--- src/rtl/seg_scan_ctrl.sv ---
// ---------------------------------------------------------------------------
// seg_scan_ctrl
//
// Time-multiplexed seven-segment controller for a common-anode display with
// active-low anodes, segments and decimal point. One digit is lit per refresh
// slot of REFRESH_DIV clocks. Display data is double-buffered: a load strobe
// writes a pending buffer, which is copied into the active buffer only at a
// frame boundary (the last tick of the last digit). This keeps a frame from
// showing a mix of old and new data.
//
// Optional feature macro: SEG_LZ_BLANK_EN
//   When defined, leading zeros are suppressed. Suppression is computed from
//   the active buffer. Digit 0 is never suppressed.
//   When undefined, zeros are displayed normally.
//
// Ports:
//   clk        system clock
//   rst_n      asynchronous active-low reset
//   value      hex nibbles, digit k = value[4k+3:4k]
//   dp_in      decimal point request per digit, 1 = lit
//   digit_en   per-digit enable, 0 = blank
//   load       single-cycle strobe, captures value/dp_in/digit_en
//   upd_pend   1 while the pending buffer is not yet committed
//   an         anode enables, active-low, one-hot-zero
//   seg        {A,B,C,D,E,F,G}, active-low
//   dp         decimal point, active-low
//   digit_idx  index of the digit currently driven
// ---------------------------------------------------------------------------
module seg_scan_ctrl #(
  parameter int NUM_DIGITS  = 8,
  parameter int REFRESH_DIV = 100000
) (
  input  logic                                                   clk,
  input  logic                                                   rst_n,
  input  logic [4*NUM_DIGITS-1:0]                                value,
  input  logic [NUM_DIGITS-1:0]                                  dp_in,
  input  logic [NUM_DIGITS-1:0]                                  digit_en,
  input  logic                                                   load,
  output logic                                                   upd_pend,
  output logic [NUM_DIGITS-1:0]                                  an,
  output logic [6:0]                                             seg,
  output logic                                                   dp,
  output logic [((NUM_DIGITS > 1) ? $clog2(NUM_DIGITS) : 1)-1:0] digit_idx
);

  localparam int IDX_W = (NUM_DIGITS > 1) ? $clog2(NUM_DIGITS) : 1;
  localparam int CNT_W = $clog2(REFRESH_DIV);
  localparam logic [CNT_W-1:0] CNT_LAST = CNT_W'(REFRESH_DIV - 1);
  localparam logic [IDX_W-1:0] IDX_LAST = IDX_W'(NUM_DIGITS - 1);

  logic [CNT_W-1:0]        cnt_q, cnt_d;
  logic [IDX_W-1:0]        idx_q, idx_d;
  logic [4*NUM_DIGITS-1:0] pendVal_q, pendVal_d, actVal_q, actVal_d;
  logic [NUM_DIGITS-1:0]   pendDp_q, pendDp_d, actDp_q, actDp_d;
  logic [NUM_DIGITS-1:0]   pendEn_q, pendEn_d, actEn_q, actEn_d;
  logic                    updPend_q, updPend_d;
  logic [NUM_DIGITS-1:0]   an_q, an_d;
  logic [6:0]              seg_q, seg_d;
  logic                    dp_q, dp_d;
  logic [IDX_W-1:0]        digitIdx_q;

  logic                    tick;
  logic                    frameEnd;
  logic [3:0]              curNib;
  logic                    curDp;
  logic                    curEn;
  logic                    curLz;
  logic [NUM_DIGITS-1:0]   anOn;
  logic [NUM_DIGITS-1:0]   lzMask;

  // Active-high ABCDEFG pattern for one hex nibble.
  function automatic logic [6:0] hexPattern(input logic [3:0] nib);
    case (nib)
      4'h0:    hexPattern = 7'b1111110;
      4'h1:    hexPattern = 7'b0110000;
      4'h2:    hexPattern = 7'b1101101;
      4'h3:    hexPattern = 7'b1111001;
      4'h4:    hexPattern = 7'b0110011;
      4'h5:    hexPattern = 7'b1011011;
      4'h6:    hexPattern = 7'b1011111;
      4'h7:    hexPattern = 7'b1110000;
      4'h8:    hexPattern = 7'b1111111;
      4'h9:    hexPattern = 7'b1111011;
      4'hA:    hexPattern = 7'b1110111;
      4'hB:    hexPattern = 7'b0011111;
      4'hC:    hexPattern = 7'b1001110;
      4'hD:    hexPattern = 7'b0111101;
      4'hE:    hexPattern = 7'b1001111;
      default: hexPattern = 7'b1000111;
    endcase
  endfunction

  assign tick     = (cnt_q == CNT_LAST);
  assign frameEnd = tick && (idx_q == IDX_LAST);

  // Refresh counter and scan index. The index wraps after the last digit,
  // so with a single digit it simply stays at 0.
  always_comb begin
    cnt_d = tick ? '0 : cnt_q + CNT_W'(1);
    idx_d = idx_q;
    if (tick) begin
      idx_d = (idx_q == IDX_LAST) ? '0 : idx_q + IDX_W'(1);
    end
  end

  // Double buffer. A load on the boundary cycle bypasses pending and goes
  // straight to active; otherwise pending is committed at the boundary.
  always_comb begin
    pendVal_d = pendVal_q;
    pendDp_d  = pendDp_q;
    pendEn_d  = pendEn_q;
    actVal_d  = actVal_q;
    actDp_d   = actDp_q;
    actEn_d   = actEn_q;
    updPend_d = updPend_q;
    if (frameEnd) begin
      if (load) begin
        actVal_d  = value;
        actDp_d   = dp_in;
        actEn_d   = digit_en;
        updPend_d = 1'b0;
      end else if (updPend_q) begin
        actVal_d  = pendVal_q;
        actDp_d   = pendDp_q;
        actEn_d   = pendEn_q;
        updPend_d = 1'b0;
      end
    end else if (load) begin
      pendVal_d = value;
      pendDp_d  = dp_in;
      pendEn_d  = digit_en;
      updPend_d = 1'b1;
    end
  end

`ifdef SEG_LZ_BLANK_EN
  logic higherZero;

  // Walk from the most significant digit down; a digit is a leading zero when
  // it is zero and every higher digit is zero or disabled.
  always_comb begin
    lzMask     = '0;
    higherZero = 1'b1;
    for (int k = NUM_DIGITS - 1; k >= 0; k--) begin
      if ((k != 0) && (actVal_q[4*k +: 4] == 4'h0) && higherZero) begin
        lzMask[k] = 1'b1;
      end
      higherZero = higherZero & ((actVal_q[4*k +: 4] == 4'h0) | ~actEn_q[k]);
    end
  end
`else
  assign lzMask = '0;
`endif

  // Select the active-buffer fields of the digit currently being scanned.
  always_comb begin
    curNib = 4'h0;
    curDp  = 1'b0;
    curEn  = 1'b0;
    curLz  = 1'b0;
    for (int k = 0; k < NUM_DIGITS; k++) begin
      if (idx_q == IDX_W'(k)) begin
        curNib = actVal_q[4*k +: 4];
        curDp  = actDp_q[k];
        curEn  = actEn_q[k];
        curLz  = lzMask[k];
      end
    end
  end

  assign anOn = ~(NUM_DIGITS'(1) << idx_q);

  // Drive for the current digit. A suppressed leading zero keeps its anode
  // on only when its decimal point must still be shown.
  always_comb begin
    an_d  = '1;
    seg_d = 7'h7F;
    dp_d  = 1'b1;
    if (curEn) begin
      if (curLz) begin
        if (curDp) begin
          an_d = anOn;
          dp_d = 1'b0;
        end
      end else begin
        an_d  = anOn;
        seg_d = ~hexPattern(curNib);
        dp_d  = ~curDp;
      end
    end
  end

  always_ff @(posedge clk or negedge rst_n) begin
    if (!rst_n) begin
      cnt_q      <= '0;
      idx_q      <= '0;
      pendVal_q  <= '0;
      pendDp_q   <= '0;
      pendEn_q   <= '0;
      actVal_q   <= '0;
      actDp_q    <= '0;
      actEn_q    <= '0;
      updPend_q  <= 1'b0;
      an_q       <= '1;
      seg_q      <= 7'h7F;
      dp_q       <= 1'b1;
      digitIdx_q <= '0;
    end else begin
      cnt_q      <= cnt_d;
      idx_q      <= idx_d;
      pendVal_q  <= pendVal_d;
      pendDp_q   <= pendDp_d;
      pendEn_q   <= pendEn_d;
      actVal_q   <= actVal_d;
      actDp_q    <= actDp_d;
      actEn_q    <= actEn_d;
      updPend_q  <= updPend_d;
      an_q       <= an_d;
      seg_q      <= seg_d;
      dp_q       <= dp_d;
      digitIdx_q <= idx_q;
    end
  end

  assign upd_pend  = updPend_q;
  assign an        = an_q;
  assign seg       = seg_q;
  assign dp        = dp_q;
  assign digit_idx = digitIdx_q;

endmodule

--- config.mk ---
export PLATFORM = sky130hd
export DESIGN_NAME = seg_scan_ctrl
export DESIGN_NICKNAME = d
export VERILOG_FILES = /design/src/rtl/seg_scan_ctrl.sv
export SDC_FILE = /design/constraint.sdc
export NUM_CORES = 1
export LEC_CHECK = 0
export ABC_AREA = 1
export BUFFER_PORTS_ARGS = -buffer_cell sky130_fd_sc_hd__buf_2
export CORE_MARGIN = 2
export CORE_UTILIZATION = 45
export DETAILED_ROUTE_END_ITERATION = 6
export GPL_TIMING_DRIVEN = 0
export SETUP_SLACK_MARGIN = 0.1
export SYNTH_ARGS = -nofsm -noshare
export SYNTH_HDL_FRONTEND = slang
export SYNTH_SLANG_ARGS = --single-unit
--- constraint.sdc ---
create_clock -name clk -period 4.6 [get_ports clk]
set_input_delay 0.23 -clock clk [delete_from_list [all_inputs] [get_ports clk]]
set_output_delay 0.23 -clock clk [all_outputs]
set_load 0.03 [all_outputs]
==> results.sh <==
export IMPL_crit_path_max_fanout=10
export IMPL_swShare=0.220
export IMPL_startpoint_type="register"
export IMPL_topRoutingLayerUsed="met4"
export IMPL_yosysTopAreaCellShare=0.439
export IMPL_p_sw_uw=700
export IMPL_wl_met3_um=585
export IMPL_met2WireLength_um=7610
export IMPL_p_leak_nw=4.17
export IMPL_grt_usage=0.207
export IMPL_synthTopCellsByArea="dfrtp_1 44%, mux2_2 8.6%, inv_1 8.3%"
export IMPL_tightest_slew_ps=695
export IMPL_yosys_most_used_dff="dfrtp_1"
export IMPL_p_int_mw=2.48
export IMPL_gr_total_overflow=0
export IMPL_start_util=0.455
export IMPL_dpl_hpwl_um=11400
export IMPL_max_freq_mhz=352
export IMPL_drive_gt1_frac=0.220
export IMPL_vdd_ir_drop_max_mv=0.258
export IMPL_wl_per_cell_um=14.7
export IMPL_drtAntennaViolNets=0
export IMPL_first_global_vias=5403
export IMPL_fin_worst_skew_ps=7.22
export IMPL_synthToLayoutAreaGrowth_pct=19.4
export IMPL_cts_hold_fix_buffers=1
export IMPL_die_y_um=127
export IMPL_finalSetupViolCount=0
export IMPL_p_seq_frac=0.408
export IMPL_diodes=0
export IMPL_cts_root_buffer="clkbuf_16"
export IMPL_die_w_um=127
export IMPL_wl_met1_um=7190
export IMPL_globalplace_congestion=0.829
export IMPL_postCtsSetupBuffers=0
export IMPL_rsz0062_at_grt="false"
export IMPL_ys_top_cells_by_count="152 x inv_1, 120 x dfrtp_1, 120 x nand2_1"
export IMPL_cp_end_kind="register"
export IMPL_clk_path_buf_depth=2
export IMPL_status="finished, final reports clean"
export IMPL_grt_max_degree=99
export IMPL_first_pass_iters=5
export IMPL_ys_seq_area_frac=0.501
export IMPL_synth_top_cell_by_area="dfrtp_1"
export IMPL_worstPathRequired_ps=4970
export IMPL_slew_headroom=0.537
export IMPL_numPortBuffers=69
export IMPL_finalHoldViolations=0
export IMPL_io_pins=71
export IMPL_cts_sinks=136
export IMPL_power_density_nw_per_um2=389
export IMPL_cts_resized=0
export IMPL_fin_setup_tns_ps=0
export IMPL_fin_util=0.543
export IMPL_fin_nets=923
export IMPL_pwr_share_clk=0.509
export IMPL_max_cap_violations=0
export IMPL_syn_area_um2=6830
export IMPL_drv_slew=0
export IMPL_hp_class="input port to register"
export IMPL_critPathArrivalTime_ps=3200
export IMPL_remaining_drc_errors=0
export IMPL_synth_async_reset_ratio=1.00
export IMPL_antenna_found_initial=0
export IMPL_rows=45
export IMPL_drt_iter0_markers=330
export IMPL_path_class="register to register"
export IMPL_total_power_mw=3.18
export IMPL_insertion_delay_ps=430
export IMPL_yosys_register_bits=136
export IMPL_combPwrFrac=0.083
export IMPL_ys_types=34
export IMPL_core_area_um2=15000
export IMPL_cts_htree_levels=4
export IMPL_route_vias_total=5247
export IMPL_grt_pass1_wl_um=26300
export IMPL_dieArea_um2=16200
export IMPL_drt_total_wl_um=15600
export IMPL_synth_most_common_cell="inv_1"
export IMPL_synth_cells=769
export IMPL_vias_per_cell=4.95
export IMPL_syn_num_nets=833
export IMPL_synth_area_per_cell_um2=8.89
export IMPL_numCtsBuffers=17
export IMPL_clk_pin_slew_ps=60
export IMPL_fin_crit_ps=2840
export IMPL_timing_final_crit_share=0.617
export IMPL_yosysWarnings=0
export IMPL_n_fill_cell=1348
export IMPL_synth_edff_count=0
export IMPL_cts_tree="done"
-- routing by layer --
metal / GRT usage / vias to the layer above
li1: - / 2607
met1: 0.264 / 2513
met2: 0.355 / 108
met3: 0.0419 / 19
met4: 0.0705 / 0
met5: 0 / -
-- sequential cells by signal (all words and copies together) (netlist names), 7 cells and up --
signal / flops
actDp_q: 8
actEn_q: 8
pendDp_q: 8
cnt_q: 17
actVal_q: 32
pendEn_q: 8
pendVal_q: 32
an: 8
seg: 7
-- layout make-up --
| class | count | area, µm² | share of cell area |
|---|---|---|---|
| Sequential cell | 136 | 3420 | 0.420 |
| Tap cell | 188 | 235 | 0.0288 |
| Clock inverter | 12 | 245 | 0.0301 |
| Timing Repair Buffer | 71 | 389 | 0.0477 |
| Multi-Input combinational cell | 455 | 2670 | 0.327 |
| Clock buffer | 20 | 457 | 0.0560 |
| Inverter | 153 | 574 | 0.0704 |
| Buffer | 25 | 166 | 0.0204 |
-- critical path, stage by stage (launching register included) --
cell and delay [ps]:
dfrtp_1 470, ha_1 220, ha_1 140, clkbuf_1 500, inv_1 280, o21ai_0 150, inv_1 50, nand2_1 80
nand2_1 160, inv_1 160, ha_1 250, inv_1 50, nand2_1 60, nand2_1 90, nand2_1 60, nand2_1 60
-- placed cells by master, fill, tap and decap left out, types with 2 or more instances in the layout --
cell and n:
nand2_1 120, nor4_1 4, o211ai_1 4, bufinv_16 7, buf_6 9, buf_2 72
nor2_1 72, clkbuf_16 17, dfrtp_1 120, clkinv_2 2, nand4_1 4, mux2_1 4
nor3_1 3, nand3_1 41, clkbuf_1 11, buf_4 2, nand2_2 2, o21ai_0 42
inv_1 152, xor2_1 4, mux2_2 52, ha_1 13, a21oi_1 64, dfstp_2 16
clkbuf_8 2, mux2i_1 16, clkinv_4 2
-- cell families (layout without fill, tap and decap cells) --
logic type | after synthesis | count (layout) | synth area share
muxes | 72 | 72 | 0.116
adders and majority gates | 13 | 13 | 0.0238
xor gates and xnor gates | 4 | 4 | 0.00513
buffers and inverters | 178 | 281 | 0.108
and+or+nand+nor | 252 | 252 | 0.159
DFF | 136 | 136 | 0.501
AOI/OAI and AO/OA | 114 | 114 | 0.0871
-- stage by stage --
step | hold slack (ps) | cell area [µm²] | std cells | setup slack, ps
6_report | 38.3 | 8160 | 1060 | 1760
5_1_grt | 33.5 | 8160 | 1060 | 1480
4_1_cts | 20.5 | 8160 | 1060 | 1750
3_5_place_dp | 169 | 7450 | 1027 | 1770
3_3_place_gp | 418 | 7410 | 1026 | 1430
2_1_floorplan | -65.6 | 6830 | 769 | 2400
-- path summary, 6_finish.rpt --
kind | from | end | slack (ps) | cells after the start
setup / recovery | idx_q[0] | seg[5] | 1760 | 15
hold / removal | dp_in[6] | pendDp_q[6] | 40 | 2
setup reg to reg | idx_q[0] | seg[5] | 1760 | 15
hold reg to reg | actEn_q[7] | an[7] | 430 | 1
max in group asynchronous | rst_n | an[0] | 3510 | 3
min in group asynchronous | rst_n | pendVal_q[5] | 280 | 2
-- power groups by stage --
stage                     clock network, mW  logic [mW]  registers (mW)
after floorplan                           0       0.163            1.31
after global placement                    0       0.253            1.31
after detailed placement                  0       0.266            1.32
after CTS                              1.64       0.269            1.30
after global routing                   1.70       0.302            1.30
final                                  1.62       0.264            1.30
Power figures use the tool's default switching activity.
